## src/rtl/axi4_lite_pkg.sv

```systemverilog
// Shared types and helpers for the AXI4-Lite to single-port register-file bridge.
package axi4_lite_pkg;

  localparam logic [1:0] RESP_OKAY   = 2'b00;
  localparam logic [1:0] RESP_SLVERR = 2'b10;

  typedef enum logic [2:0] {
    ST_IDLE,
    ST_RMW_RD,
    ST_WRITE,
    ST_WRESP,
    ST_RD_WAIT,
    ST_RRESP
  } state_e;

  // Byte-wise merge: a set strobe bit takes the new byte, otherwise the old byte survives.
  function automatic logic [31:0] strb_merge(input logic [31:0] old_data,
                                             input logic [31:0] new_data,
                                             input logic [3:0]  strb);
    logic [31:0] merged;
    for (int b = 0; b < 4; b++) begin
      merged[8*b +: 8] = strb[b] ? new_data[8*b +: 8] : old_data[8*b +: 8];
    end
    return merged;
  endfunction

endpackage

```

## src/rtl/axi4_lite_sram_bridge.sv

```systemverilog
// AXI4-Lite slave that serialises reads, full writes and read-modify-write
// partial writes onto the single ADDR/W_DATA/WEN/R_DATA register-file port.
//
// state      | meaning
// -----------+-----------------------------------------------------------
// ST_IDLE    | accepting AW/W into holding regs, or AR when no write pending
// ST_RMW_RD  | ADDR driven, old word sampled from R_DATA for byte merge
// ST_WRITE   | WEN pulse with ADDR/W_DATA
// ST_WRESP   | BVALID held until BREADY
// ST_RD_WAIT | ADDR driven, R_DATA sampled into RDATA
// ST_RRESP   | RVALID held until RREADY
module axi4_lite_sram_bridge
  import axi4_lite_pkg::*;
#(
  parameter int AXI_ADDR_WIDTH = 12,
  parameter int DATA_WIDTH     = 32,
  parameter int NUM_REGS       = 16,
  parameter int REG_ADDR_WIDTH = $clog2(NUM_REGS)
) (
  input  logic                      CLK,
  input  logic                      RST,
  input  logic [AXI_ADDR_WIDTH-1:0] S_AXI_AWADDR,
  input  logic                      S_AXI_AWVALID,
  output logic                      S_AXI_AWREADY,
  input  logic [DATA_WIDTH-1:0]     S_AXI_WDATA,
  input  logic [DATA_WIDTH/8-1:0]   S_AXI_WSTRB,
  input  logic                      S_AXI_WVALID,
  output logic                      S_AXI_WREADY,
  output logic [1:0]                S_AXI_BRESP,
  output logic                      S_AXI_BVALID,
  input  logic                      S_AXI_BREADY,
  input  logic [AXI_ADDR_WIDTH-1:0] S_AXI_ARADDR,
  input  logic                      S_AXI_ARVALID,
  output logic                      S_AXI_ARREADY,
  output logic [DATA_WIDTH-1:0]     S_AXI_RDATA,
  output logic [1:0]                S_AXI_RRESP,
  output logic                      S_AXI_RVALID,
  input  logic                      S_AXI_RREADY,
  output logic [REG_ADDR_WIDTH-1:0] ADDR,
  output logic [DATA_WIDTH-1:0]     W_DATA,
  output logic                      WEN,
  input  logic [DATA_WIDTH-1:0]     R_DATA
);

  localparam int WORD_W = AXI_ADDR_WIDTH - 2;
  localparam int STRB_W = DATA_WIDTH / 8;
  localparam logic [WORD_W-1:0] NUM_REGS_W = WORD_W'(NUM_REGS);

  state_e state_q, state_d;

  logic                      aw_cap_q, aw_cap_d;
  logic                      w_cap_q, w_cap_d;
  logic [WORD_W-1:0]         awword_q, awword_d;
  logic [DATA_WIDTH-1:0]     wdata_q, wdata_d;
  logic [STRB_W-1:0]         wstrb_q, wstrb_d;
  logic [REG_ADDR_WIDTH-1:0] addr_q, addr_d;
  logic [DATA_WIDTH-1:0]     w_data_q, w_data_d;
  logic [1:0]                bresp_q, bresp_d;
  logic [DATA_WIDTH-1:0]     rdata_q, rdata_d;
  logic [1:0]                rresp_q, rresp_d;
  logic                      rd_err_q, rd_err_d;

  logic                  idle, aw_ready, w_ready, ar_ready;
  logic                  aw_hs, w_hs, ar_hs, wr_go;
  logic [WORD_W-1:0]     wr_word, rd_word;
  logic [DATA_WIDTH-1:0] wr_data;
  logic [STRB_W-1:0]     wr_strb;
  logic                  wr_in_range, rd_in_range;
  logic                  unused_addr_lsbs;

  assign unused_addr_lsbs = ^{S_AXI_AWADDR[1:0], S_AXI_ARADDR[1:0]};

  // Readies are gated by RST so the bus sees them low while reset is held.
  assign idle     = (state_q == ST_IDLE) && !RST;
  assign aw_ready = idle && !aw_cap_q;
  assign w_ready  = idle && !w_cap_q;
  assign aw_hs    = S_AXI_AWVALID && aw_ready;
  assign w_hs     = S_AXI_WVALID && w_ready;
  assign ar_ready = idle && !aw_cap_q && !w_cap_q && !aw_hs && !w_hs;
  assign ar_hs    = S_AXI_ARVALID && ar_ready;

  // The write can be dispatched in the same cycle the second half arrives.
  assign wr_go       = idle && (aw_cap_q || aw_hs) && (w_cap_q || w_hs);
  assign wr_word     = aw_cap_q ? awword_q : S_AXI_AWADDR[AXI_ADDR_WIDTH-1:2];
  assign wr_data     = w_cap_q ? wdata_q : S_AXI_WDATA;
  assign wr_strb     = w_cap_q ? wstrb_q : S_AXI_WSTRB;
  assign wr_in_range = wr_word < NUM_REGS_W;
  assign rd_word     = S_AXI_ARADDR[AXI_ADDR_WIDTH-1:2];
  assign rd_in_range = rd_word < NUM_REGS_W;

  always_ff @(posedge CLK) begin
    if (RST) begin
      state_q  <= ST_IDLE;
      aw_cap_q <= 1'b0;
      w_cap_q  <= 1'b0;
      awword_q <= '0;
      wdata_q  <= '0;
      wstrb_q  <= '0;
      addr_q   <= '0;
      w_data_q <= '0;
      bresp_q  <= RESP_OKAY;
      rdata_q  <= '0;
      rresp_q  <= RESP_OKAY;
      rd_err_q <= 1'b0;
    end else begin
      state_q  <= state_d;
      aw_cap_q <= aw_cap_d;
      w_cap_q  <= w_cap_d;
      awword_q <= awword_d;
      wdata_q  <= wdata_d;
      wstrb_q  <= wstrb_d;
      addr_q   <= addr_d;
      w_data_q <= w_data_d;
      bresp_q  <= bresp_d;
      rdata_q  <= rdata_d;
      rresp_q  <= rresp_d;
      rd_err_q <= rd_err_d;
    end
  end

  always_comb begin
    state_d = state_q;
    case (state_q)
      ST_IDLE: begin
        if (wr_go) begin
          if (!wr_in_range)         state_d = ST_WRESP;
          else if (wr_strb == '1)   state_d = ST_WRITE;
          else if (wr_strb == '0)   state_d = ST_WRESP;
          else                      state_d = ST_RMW_RD;
        end else if (ar_hs) begin
          state_d = ST_RD_WAIT;
        end
      end
      ST_RMW_RD:  state_d = ST_WRITE;
      ST_WRITE:   state_d = ST_WRESP;
      ST_WRESP:   if (S_AXI_BREADY) state_d = ST_IDLE;
      ST_RD_WAIT: state_d = ST_RRESP;
      ST_RRESP:   if (S_AXI_RREADY) state_d = ST_IDLE;
      default:    state_d = ST_IDLE;
    endcase
  end

  always_comb begin
    aw_cap_d = aw_cap_q;
    w_cap_d  = w_cap_q;
    awword_d = awword_q;
    wdata_d  = wdata_q;
    wstrb_d  = wstrb_q;
    addr_d   = addr_q;
    w_data_d = w_data_q;
    bresp_d  = bresp_q;
    rdata_d  = rdata_q;
    rresp_d  = rresp_q;
    rd_err_d = rd_err_q;

    if (aw_hs) begin
      aw_cap_d = 1'b1;
      awword_d = S_AXI_AWADDR[AXI_ADDR_WIDTH-1:2];
    end
    if (w_hs) begin
      w_cap_d = 1'b1;
      wdata_d = S_AXI_WDATA;
      wstrb_d = S_AXI_WSTRB;
    end

    case (state_q)
      ST_IDLE: begin
        if (wr_go) begin
          bresp_d = wr_in_range ? RESP_OKAY : RESP_SLVERR;
          if (wr_in_range && (wr_strb != '0)) addr_d = wr_word[REG_ADDR_WIDTH-1:0];
          if (wr_strb == '1) w_data_d = wr_data;
        end else if (ar_hs) begin
          addr_d   = rd_word[REG_ADDR_WIDTH-1:0];
          rd_err_d = !rd_in_range;
        end
      end
      ST_RMW_RD: w_data_d = strb_merge(R_DATA, wdata_q, wstrb_q);
      ST_WRESP: begin
        if (S_AXI_BREADY) begin
          aw_cap_d = 1'b0;
          w_cap_d  = 1'b0;
        end
      end
      ST_RD_WAIT: begin
        rdata_d = rd_err_q ? '0 : R_DATA;
        rresp_d = rd_err_q ? RESP_SLVERR : RESP_OKAY;
      end
      default: ;
    endcase
  end

  assign S_AXI_AWREADY = aw_ready;
  assign S_AXI_WREADY  = w_ready;
  assign S_AXI_ARREADY = ar_ready;
  assign S_AXI_BVALID  = (state_q == ST_WRESP);
  assign S_AXI_BRESP   = bresp_q;
  assign S_AXI_RVALID  = (state_q == ST_RRESP);
  assign S_AXI_RDATA   = rdata_q;
  assign S_AXI_RRESP   = rresp_q;
  assign ADDR          = addr_q;
  assign W_DATA        = w_data_q;
  assign WEN           = (state_q == ST_WRITE);

endmodule

```

## config.mk

```make
export PLATFORM = sky130hd
export DESIGN_NAME = axi4_lite_sram_bridge
export DESIGN_NICKNAME = d
export VERILOG_FILES = /design/src/rtl/axi4_lite_pkg.sv /design/src/rtl/axi4_lite_sram_bridge.sv
export SDC_FILE = /design/constraint.sdc
export NUM_CORES = 1
export LEC_CHECK = 0
export ABC_AREA = 1
export BUFFER_PORTS_ARGS = -buffer_cell sky130_fd_sc_hd__buf_2
export CAP_MARGIN = 20
export CORE_AREA = 2 2 137 112
export DETAILED_ROUTE_END_ITERATION = 12
export DIE_AREA = 0 0 139 114
export SETUP_SLACK_MARGIN = 0.4
export SYNTH_ARGS = -nofsm -noshare
export SYNTH_HDL_FRONTEND = slang
export SYNTH_SLANG_ARGS = --single-unit
```

## constraint.sdc

```tcl
create_clock -name CLK -period 2 [get_ports CLK]
set_clock_uncertainty 0.1 [all_clocks]
set_input_delay 0.1 -clock CLK [delete_from_list [all_inputs] [get_ports CLK]]
set_output_delay 0.1 -clock CLK [all_outputs]
set_load 0.005 [all_outputs]
```

Word-level counts from Yosys, hierarchy flattened
Index checks and enable logic that the tools add are counted.
Cells by class
  magnitude comparators: 2
  equality and inequality tests: 12
  mux-type cells: 30
  bitwise logic cells: 1
  reduce and logical (&&, ||, !) cells: 30
Operators with widths (count)
  32-bit two-way mux: 4
  32-bit case mux with 2 select lines: 1
  8-bit two-way mux: 4
  10-bit by 5-bit less-than comparator with 1-bit output, second input constant: 2
  3-bit case mux with 6 select lines: 1
  4-bit two-way mux: 4
  1-bit logical AND: 12
  3-bit two-way mux: 4
  3-bit AND reduction: 4
  10-bit two-way mux: 1
  2-bit two-way mux: 5
  2-bit by 1-bit != test with 1-bit output, second input constant: 4
  3-bit by 2-bit == test with 1-bit output, second input constant: 2
  3-bit == test, second input constant: 2
  1-bit logical NOT: 6
  1-bit two-way mux: 6
  4-bit == test, second input constant: 1
  4-bit logical NOT: 1
  2-bit nonzero test: 2
  4-bit nonzero test: 1
  3-bit by 1-bit == test with 1-bit output, second input constant: 1
  3-bit logical NOT: 1
  3-bit != test, second input constant: 1
  1-bit logical OR: 2
  other kinds (3): 3
Storage, ports and cells
  flip-flop bits (word level): 124
  bits of input ports: 99
  output and inout port bits: 78
  logic and storage cells: 87

Logic depth before layout (Yosys ltp)
Gate-level depths: netlist of the first run.
  word-level depth: 11
  mapped depth: 12
  gate-level depth less buffers: 11

Least setup slack after synthesis of the first run
Ideal clock, no wire load.
  path kind: reg2reg
  start point: reg w_cap_q
  end point: reg w_data_q[11], in the netlist W_DATA[11]
  library setup time: 0.132 ns
  data arrival time: 1.446 ns
  required time: 1.768 ns
  slack: 0.321 ns
  stages on the path, launching flop included: 11
  buffers on the path: 2
  clock period less this slack: 1.679 ns
  cells stage by stage: dfxtp_1 buf_4 nor2_1 a21oi_2 and2_1 nand2_1 mux2i_4 nand2_2 buf_2 nand2_1 a21oi_1
On the way
  longest elaborated chain between the ends: 7
  elaborated cells on any way between the ends: 14
  those cells by class: eq/ne (3); mux (5); reduce/logical (6)
RTL lines
  from (decl): RTL line axi4_lite_sram_bridge.sv:52  | logic w_cap_q, w_cap_d;
  from (signal assigned): RTL line axi4_lite_sram_bridge.sv:108  | w_cap_q <= w_cap_d;
  1-bit logical NOT: RTL line axi4_lite_sram_bridge.sv:76  | assign w_ready = idle && !w_cap_q;
  1-bit logical AND: RTL line axi4_lite_sram_bridge.sv:76
  1-bit logical AND: RTL line axi4_lite_sram_bridge.sv:78  | assign w_hs = S_AXI_WVALID && w_ready;
  1-bit logical OR: RTL line axi4_lite_sram_bridge.sv:83  | assign wr_go = idle && (aw_cap_q || aw_hs) && (w_cap_q || w_hs);
  1-bit logical AND: RTL line axi4_lite_sram_bridge.sv:83
  2-bit != test (no line)
  3-bit AND reduction (no line)
  to (signal assigned): RTL line axi4_lite_sram_bridge.sv:113  | w_data_q <= w_data_d;
  to (decl): RTL line axi4_lite_sram_bridge.sv:57  | logic [DATA_WIDTH-1:0] w_data_q, w_data_d;
Parallel ways exist; a longest one is shown, timed or not. The select of a mux whose other input is x is not followed.
A chain may end at the register's enable or synchronous reset.

Worst setup path in the final report of the first run
  start point: reg state_q[1]
  end point: out S_AXI_ARREADY
On the way
  longest elaborated chain between the ends: 7
  elaborated cells on any way between the ends: 11
  those cells by class: reduce/logical (11)
RTL lines
  from (decl): RTL line axi4_lite_sram_bridge.sv:49  | state_e state_q, state_d;
  from (signal assigned): RTL line axi4_lite_sram_bridge.sv:106  | state_q <= state_d;
  3-bit logical NOT (*): RTL line axi4_lite_sram_bridge.sv:74  | assign idle = (state_q == ST_IDLE) && !RST;
  1-bit logical AND (*): RTL line axi4_lite_sram_bridge.sv:74
  1-bit logical AND: RTL line axi4_lite_sram_bridge.sv:75, axi4_lite_sram_bridge.sv:79
  1-bit logical AND: RTL line axi4_lite_sram_bridge.sv:77  | assign aw_hs = S_AXI_AWVALID && aw_ready;
  1-bit logical NOT: RTL line axi4_lite_sram_bridge.sv:79  | assign ar_ready = idle && !aw_cap_q && !w_cap_q && !aw_hs && !w_hs;
  1-bit logical AND: RTL line axi4_lite_sram_bridge.sv:79
  1-bit logical AND (*): RTL line axi4_lite_sram_bridge.sv:79
  to (decl): RTL line axi4_lite_sram_bridge.sv:34  | output logic S_AXI_ARREADY,
Mark *: on every way between the ends. The rest lies on a longest branch, timed or not.

==> metrics, run 1 <==
clk sinks 122; Synth Area in XOR/XNOR 0%; Slew headroom 49.3%; H-tree levels 4; Die Y 114 µm; Cells after Synth 811; Worst Setup End Kind primary output; CTS tree built; status complete, no violations; clk buf depth 2; Die Width 139 µm; Bufs and invs on worst path 2; Critical Path Slowest Stage Cell dfxtp_2; share of cells above drive strength 1 34.4%; Crit path max-delay family simple AND/OR/NAND/NOR gates; worst IR drop on VDD 0.916 mV; simple-gate share of the synthesized area 22.9%; Final Hold Fails 0; Final Cycle Share 90.8%; syn avg cell area 7.02 µm²; Hold Path Depth 4; Setup TNS 0 ns; kind of critical path register to primary output; Max Freq 0.551 GHz; register area share after synthesis 42.9%; crit path from state_q[1]; Slew Limit Fails 0; Placer Congestion 0.795; post-synthesis mux area share 0.396%; die area 0.0158 mm²; main combinational cell family by area after synthesis compound AO/OA/AOI/OAI gates; Overflow after GRT 0; core box area 0.0146 mm²; critical-path cell list nor2_4 > nand3_4 > nor3_4 > inv_2 > nor2_2 > buf_2; Final setup viols 0; RSZ-0062 raised after global routing yes; GR Util All Layers 22.8%; Fillers 1286; initial antenna violation count 2; 1st-pass router iterations 7; pre-CTS setup slack 0.0710 ns; Hold Crit Start S_AXI_AWVALID; Synth cell types 30; Clock Latency Late Sink 0.41 ns; Seq cells post-synth 122; Final HPWL DP 11200 µm; reg2reg path depth 9; ANT nets after route 0; WL final 20800 µm; final core occ 64.7%; CP Data Arrival Time 1.62 ns; critical path depth 6; area growth from synthesis to layout 66.2%; vias 6541; Iteration-0 DRC Markers 385; largest net degree at the start of global routing 65; Synth warnings 0; Tmin final 1.82 ns; Post-layout nets 1201; Synth Cell Area 0.00569 mm²; WL/cell 15.9 µm; Least-Margin Pin Slew 0.760 ns; MaxCap Viol Count 0; adder-cell share of the synthesized area 0%; clock slew at reported path FFs 0.05 ns; final worst slack 0.185 ns; Port Buffers 170; Compound-Gate Fraction of Synth Area 24.2%; Worst R2R Start state_q[1]; Critical Path Fanout Max 6; Initial Utilization 38.9%; Num CTS Buffers 17; Rows 40; crit path launch type register; DR DRC count 0; required time of the critical path 1.80 ns; IO Pins 177; first-pass GRT wire length 29200 µm; slowest stage delay, CP 0.33 ns; Pwr Density 1200 mW/mm²; vias per cell 5.01; leakage power 4.27 nW; Hold WS 0.0467 ns; Root Buffer clkbuf_16; Worst Hold Class input port to register; vias in the first global route 5845
## cell type report
| cell class | instances | area, µm² | share of cell area, % |
|---|---|---|---|
| flip-flops and latches | 122 | 2450 | 26.0 |
| well taps | 189 | 236 | 2.50 |
| clock buffers | 25 | 515 | 5.45 |
| diodes | 2 | 5.00 | 0.0529 |
| repair buffers | 330 | 2660 | 28.1 |
| clock inverters | 6 | 133 | 1.40 |
| repair inverters | 1 | 7.51 | 0.0794 |
| multi-input cells | 566 | 3180 | 33.6 |
| inverters | 64 | 267 | 2.82 |
## through the flow
step | power [mW] | instance area [µm²] | std cells
floorplan | 5.27 | 5740 | 812
global placement | 6.25 | 6760 | 1139
detailed placement | 6.27 | 6760 | 1139
CTS | 10.2 | 8530 | 1270
global route | 12.0 | 9460 | 1304
finish | 11.4 | 9460 | 1305
## Yosys cell counts
library cell / instances / area share [%]
and2_1: 1 / 0.11
conb_1: 1 / 0.066
a21oi_2: 1 / 0.15
nor3_1: 5 / 0.44
nand2_1: 140 / 9.2
nand4_1: 1 / 0.11
inv_2: 2 / 0.13
buf_2: 22 / 1.9
nor4_1: 2 / 0.22
buf_6: 3 / 0.59
mux2i_4: 1 / 0.40
a22oi_1: 31 / 4.1
nand2_4: 1 / 0.20
dfxtp_1: 122 / 43
nand3_1: 40 / 3.5
nor2_1: 125 / 8.2
o31ai_1: 30 / 4.0
buf_4: 7 / 0.92
o21ai_1: 1 / 0.088
nor2_4: 1 / 0.20
o21ai_0: 96 / 8.4
nand2_2: 3 / 0.33
nand3_2: 1 / 0.18
clkbuf_1: 28 / 1.8
inv_1: 61 / 4.0
a21oi_1: 81 / 7.1
o21bai_2: 1 / 0.20
o21a_1: 1 / 0.13
clkinv_1: 1 / 0.066
nand3b_1: 1 / 0.13
## where the power goes
group          leakage (nW)  switching, mW  internal [mW]  total, mW
Sequential            0.996          0.312           2.88       3.19
Combinational          2.95           2.60           2.19       4.80
Clock                 0.316           1.10           2.28       3.37
Total                  4.27           4.01           7.35       11.4
## registers in the layout (all words and copies together), names as in the netlist
| name | flops |
|---|---|
| aw_cap_q | 1 |
| W_DATA | 32 |
| wstrb_q | 4 |
| ADDR | 4 |
| wdata_q | 32 |
| awword_q | 10 |
| w_cap_q | 1 |
| S_AXI_BRESP | 1 |
| rd_err_q | 1 |
| S_AXI_RRESP | 1 |
| state_q | 3 |
| S_AXI_RDATA | 32 |
## timing repair
action / 4_1_cts / 5_1_grt
hold endpoints to repair: 87 / 0
cloned: 2 / 12
pin swaps: 5 / 52
resized for setup: 37 / 160
hold buffers: 89 / 0
setup endpoints to repair: 78 / 122
buffers inserted: 9 / 21
## cell usage in the layout, fill, tap and decap left out, types with 25 or more instances in the layout
master	n
dfxtp_1	116
dlygate4sd3_1	89
buf_4	36
inv_1	54
nand2_1	128
o21ai_1	25
a21oi_1	49
buf_2	169
clkbuf_16	27
a21oi_2	30
nor2_1	120
o31ai_1	30
o21ai_0	49
nand3_1	38
## metal layers
metal  global-route usage (%)  routed length, µm  up-vias
met1                     30.5               9500     2977
met3                     6.51               1520       28
met4                     7.68                369        0
li1                         -                  -     3303
met2                     35.7               9380      233
met5                        0                  0        -
## cell families (layout without fill, tap and decap cells)
group,count (synthesis),in the layout
AOI/OAI and AO/OA,242,242
buffers and inverters,124,426
DFF,122,122
muxes,1,1
other,1,4
and+or+nand+nor,321,321
## worst reg2reg max path, stage by stage (launching register included)
cell and delay [ns]:
dfxtp_2 0.33, nor2_4 0.15, nand3_4 0.16, o21bai_4 0.22, nand2_4 0.13, nand2_8 0.13, nand2_2 0.07, buf_12 0.18
nand2_1 0.09, a21oi_1 0.06
## worst paths after layout
path                                      end  slack (ns)
worst max-delay path            S_AXI_ARREADY        0.18
worst min-delay path              awword_q[2]        0.05
worst max register to register     W_DATA[30]        0.23
worst min register to register     W_DATA[18]        0.36
Power figures use the tool's default switching activity.
==> run 2: changes to the inputs <==
Settings changed: CORE_AREA 2 2 137 112 to 5 5 140 115, DIE_AREA 0 0 139 114 to 0 0 145 120.
==> run 2 against run 1 <==
Net effect:
- sequential share of layout area increased by 0.23 points
- cell area decreased by 0.73%
- die area increased by 9.8%
- first-iteration DRC count decreased by 9.6%
- final cell count decreased by 0.84%
- power decreased by 2.2%
- via count decreased by 2.3%
- critical path type is now register to register
- register-to-register slack got worse by 0.02 ns
- sequential cell count unchanged
- worst hold slack improved by 0.032 ns
- maximum frequency increased by 1.7%
==> metrics, run 2 (synthesis gave the netlist of run 1 again) <==
status complete, no violations; Num CTS Buffers 17; Fillers 1291; MaxCap Viol Count 0; Slew headroom 40.0%; Root Buffer clkbuf_16; slowest stage delay, CP 0.36 ns; Critical Path Fanout Max 6; Port Buffers 170; Final HPWL DP 11900 µm; Pwr Density 1180 mW/mm²; # diodes 0; vias 6390; Worst Hold Class input port to register; 1st-pass router iterations 5; Crit path max-delay family buffers and inverters; initial antenna violation count 0; ANT nets after route 0; largest net degree at the start of global routing 65; DR DRC count 0; WL/cell 15.5 µm; Rows 40; most frequent cells in the layout buf_2 (170), nand2_1 (135), nor2_1 (120), dfxtp_1 (117), dlygate4sd3_1 (89); Die Width 145 µm; crit path from state_q[1]; RSZ-0062 raised after global routing yes; Multi-input gate area 0.00312 mm²; required time of the critical path 2.24 ns; Die Y 120 µm; Clock Latency Late Sink 0.41 ns; Worst Setup End Kind register; Placer Congestion 0.833; Bufs and invs on worst path 5; Initial Utilization 38.8%; Overflow after GRT 0; vias per cell 4.94; Max Freq 0.560 GHz; Slew Limit Fails 0; Final Hold Fails 0; WL final 20000 µm; Hold Crit Start RST; Final Cycle Share 89.3%; Power, Total 11.1 mW; die area 0.0174 mm²; crit path launch type register; GR Util All Layers 22.3%; clk sinks 122; Worst R2R Start state_q[1]; Setup TNS 0 ns; Post-layout nets 1193; final core occ 64.0%; CP Data Arrival Time 2.03 ns; IO Pins 177; share of cells above drive strength 1 32.3%; H-tree levels 4; Final setup viols 0; kind of critical path register to register; clk buf depth 2; core box area 0.0147 mm²; Register Area 0.00246 mm²; vias in the first global route 6234; leakage power 4.24 nW; Least-Margin Pin Slew 0.900 ns; commonest non-fill, non-tap cell in the layout buf_2; critical-path cell list nor2_4 > nand3_4 > buf_6 > nor2_4 > nand2_4 > inv_6 > buf_12 > buf_12 > buf_16 > o21ai_2 > a21oi_1; area growth from synthesis to layout 65.0%; worst IR drop on VDD 0.684 mV; first-pass GRT wire length 31800 µm; Iteration-0 DRC Markers 348; Critical Path Slowest Stage Cell dfxtp_4; Tmin final 1.79 ns; clock slew at reported path FFs 0.06 ns; CTS tree built
[run 2: cell count changes in the layout (fill, tap and decap cells not counted), moves of 6 or more]
cell	change
a21oi_1	+10
a21oi_2	-7
buf_16	+7
buf_4	-12
clkbuf_16	-6
nand2_1	+7
o21ai_1	-10
o21ai_4	+8
[run 2: timing repair]
| action | 4_1_cts | 5_1_grt |
|---|---|---|
| endpoints found under the hold margin | 86 | 0 |
| gates resized for setup | 77 | 89 |
| pin swaps | 8 | 18 |
| gates cloned | 9 | 5 |
| buffers inserted | 15 | 7 |
| endpoints found under the setup margin | 80 | 109 |
| hold buffers | 90 | 0 |
[run 2: where the power goes]
group	switching, mW	internal [mW]
Clock	1.08	2.23
Combinational	2.46	2.12
Sequential	0.337	2.88
Total	3.88	7.23
[run 2: per-layer routing]
| layer | GRT usage [%] | share of wire [%] | up-vias |
|---|---|---|---|
| met4 | 5.41 | 0.85 | 0 |
| met2 | 34.9 | 45 | 184 |
| met3 | 6.80 | 6.5 | 13 |
| li1 | - | - | 3285 |
| met5 | 0 | 0 | - |
| met1 | 30.1 | 48 | 2908 |
[run 2: worst register-to-register path, delay by kind of cell (launching register included)]
kind | cells | cell delay, ns
buffers and inverters | 5 | 0.58
AOI/OAI and AO/OA | 2 | 0.21
DFF | 1 | 0.36
and+or+nand+nor | 4 | 0.49
[run 2: worst paths after layout]
path | endpoint | slack [ns] | depth (start not counted)
worst min register to register | W_DATA[14] | 0.36 | 2
worst max register to register | wdata_q[23] | 0.21 | 11
worst max-delay path | wdata_q[23] | 0.21 | 11
worst min-delay path | w_cap_q | 0.08 | 6
[run 2: area by class of cell]
| type | count | area share [%] |
|---|---|---|
| Clock buffer | 23 | 5.30 |
| Clock inverter | 7 | 1.47 |
| Inverter | 64 | 2.71 |
| Multi-Input combinational cell | 566 | 33.2 |
| Sequential cell | 122 | 26.2 |
| Tap cell | 189 | 2.52 |
| Timing Repair Buffer | 322 | 28.5 |
| Timing Repair inverter | 1 | 0.0800 |
[run 2: per-stage QoR]
step / cells / instance area, µm² / hold slack, ns / worst slack (ns)
2_1_floorplan: 812 / 5740 / 0.142 / 0.360
3_3_place_gp: 1138 / 6790 / 0.255 / 0.0964
3_5_place_dp: 1138 / 6790 / 0.259 / 0.0730
4_1_cts: 1282 / 8900 / 0.0320 / 0.237
5_1_grt: 1294 / 9390 / 0.100 / 0.103
6_report: 1294 / 9390 / 0.0788 / 0.214
==> run 3: changes to the inputs <==
Settings changed: REMOVE_ABC_BUFFERS set to 1.
==> run 3 against run 2 <==
Net effect:
- clock power is 9.9% lower
- via count is 1.7% higher
- power is 4.2% lower
- register-to-register slack worse by 0.02 ns
- worst hold slack worse by 0.052 ns
- clock-buffer cell count is 2 higher
- utilization is 0.61 points lower
- critical endpoint is now W_DATA[9]
- largest cell class unchanged
==> metrics, run 3 (synthesis gave the netlist of run 1 again) <==
required time of the critical path 2.16 ns; Inst Count DP 1147; Iteration-0 DRC Markers 369; post-route insts no fill 1308; CP Data Arrival Time 1.96 ns; Final Cycle Share 90.0%; largest net degree at the start of global routing 65; share of cells above drive strength 1 34.5%; vias per cell 4.97; Critical Path Fanout Max 7; Power, Total 10.7 mW; clock slew at reported path FFs 0.05 ns; Max Freq 0.555 GHz; vias 6497; crit path launch type register; die area 0.0174 mm²; Final Hold Fails 0; Initial Utilization 38.8%; WL met3 1380 µm; slowest stage delay, CP 0.37 ns; Final HPWL DP 11900 µm; Die Y 120 µm; clk buf depth 2; Post-layout nets 1204; vias in the first global route 6065; area growth from synthesis to layout 63.4%; dpl cell area 0.00681 mm²; final core occ 63.4%; Critical Path Slowest Stage Cell dfxtp_4; Slew Limit Fails 0; Die Width 145 µm; critical-path cell list buf_8 > a21oi_4 > and2_4 > nand2_4 > mux2i_4 > buf_6 > nand2_8 > clkbuf_16 > nand2_2 > a21oi_2; leakage power 4.22 nW; kind of critical path register to register; Clock Latency Late Sink 0.42 ns; CTS tree built; Port Buffers 170; H-tree levels 4; commonest non-fill, non-tap cell in the layout buf_2; worst IR drop on VDD 0.790 mV; Pwr Density 1150 mW/mm²; WL/cell 15.6 µm; GR Util All Layers 21.3%; core box area 0.0147 mm²; worst reg-to-reg setup slack 0.20 ns; Final Cell Area 0.00930 mm²; Overflow after GRT 0; Rows 40; IO Pins 177; wl on met1 9660 µm; Hold WS 0.0266 ns; final worst slack 0.199 ns; pre-CTS setup slack 0.152 ns; Placer Congestion 0.815; initial antenna violation count 0; first-pass GRT wire length 30600 µm; reg2reg path depth 10; MaxCap Viol Count 0; WL final 20400 µm; Hold Path Depth 4; clk sinks 122; Least-Margin Pin Slew 0.786 ns; Worst Hold Class input port to register; Final setup viols 0; top sig layer met4; 1st-pass router iterations 5; Slew headroom 47.6%; status complete, no violations; ANT nets after route 0; Worst Setup End Kind register; DR DRC count 0; Root Buffer clkbuf_16; Num CTS Buffers 17; RSZ-0062 raised after global routing yes; wire length on met2 9100 µm; Tmin final 1.80 ns; most frequent cells in the layout buf_2 (170), dfxtp_1 (119), nand2_1 (118), nor2_1 (118), dlygate4sd3_1 (91); Setup TNS 0 ns
## run 3: critical path: cells and delay by family (launching register included)
family / cells / cell delay (ns)
AND/OR/NAND/NOR: 4 / 0.37
flip-flops: 1 / 0.37
buffers and inverters: 3 / 0.48
AO/OA/AOI/OAI: 2 / 0.18
multiplexers: 1 / 0.17
## run 3: final cells by class
class                           count  area, µm²
Sequential cell                   122       2450
Timing Repair inverter              1       7.51
Fill cell                        1273       5360
Clock buffer                       25        515
Timing Repair Buffer              333       2610
Clock inverter                      7       62.6
Inverter                           64        260
Tap cell                          189        236
Antenna cell                        1       2.50
Multi-Input combinational cell    566       3160
## run 3: timing repair
| item | in CTS | in global routing |
|---|---|---|
| pin swaps | 3 | 47 |
| hold endpoints to repair | 86 | 0 |
| hold buffers | 91 | 0 |
| setup endpoints to repair | 75 | 103 |
| resized for setup | 24 | 164 |
| buffers inserted | 5 | 19 |
| gates cloned | 3 | 10 |
## run 3: worst paths after layout
| path | start | to |
|---|---|---|
| worst min register to register | W_DATA[4] | W_DATA[4] |
| worst min-delay path | S_AXI_AWVALID | awword_q[2] |
| worst max-delay path | w_cap_q | W_DATA[9] |
| worst max register to register | w_cap_q | W_DATA[9] |
## run 3: metal layers
layer / vias to the layer above / GRT usage, %
met2: 215 / 34.0
met5: - / 0
met1: 2960 / 28.2
met3: 21 / 5.78
li1: 3301 / -
met4: 0 / 6.65
## run 3: power by group
group,switching [mW],total [mW],internal (mW)
clock,1.09,2.99,1.90
combinational,2.51,4.50,1.98
sequential,0.294,3.17,2.87
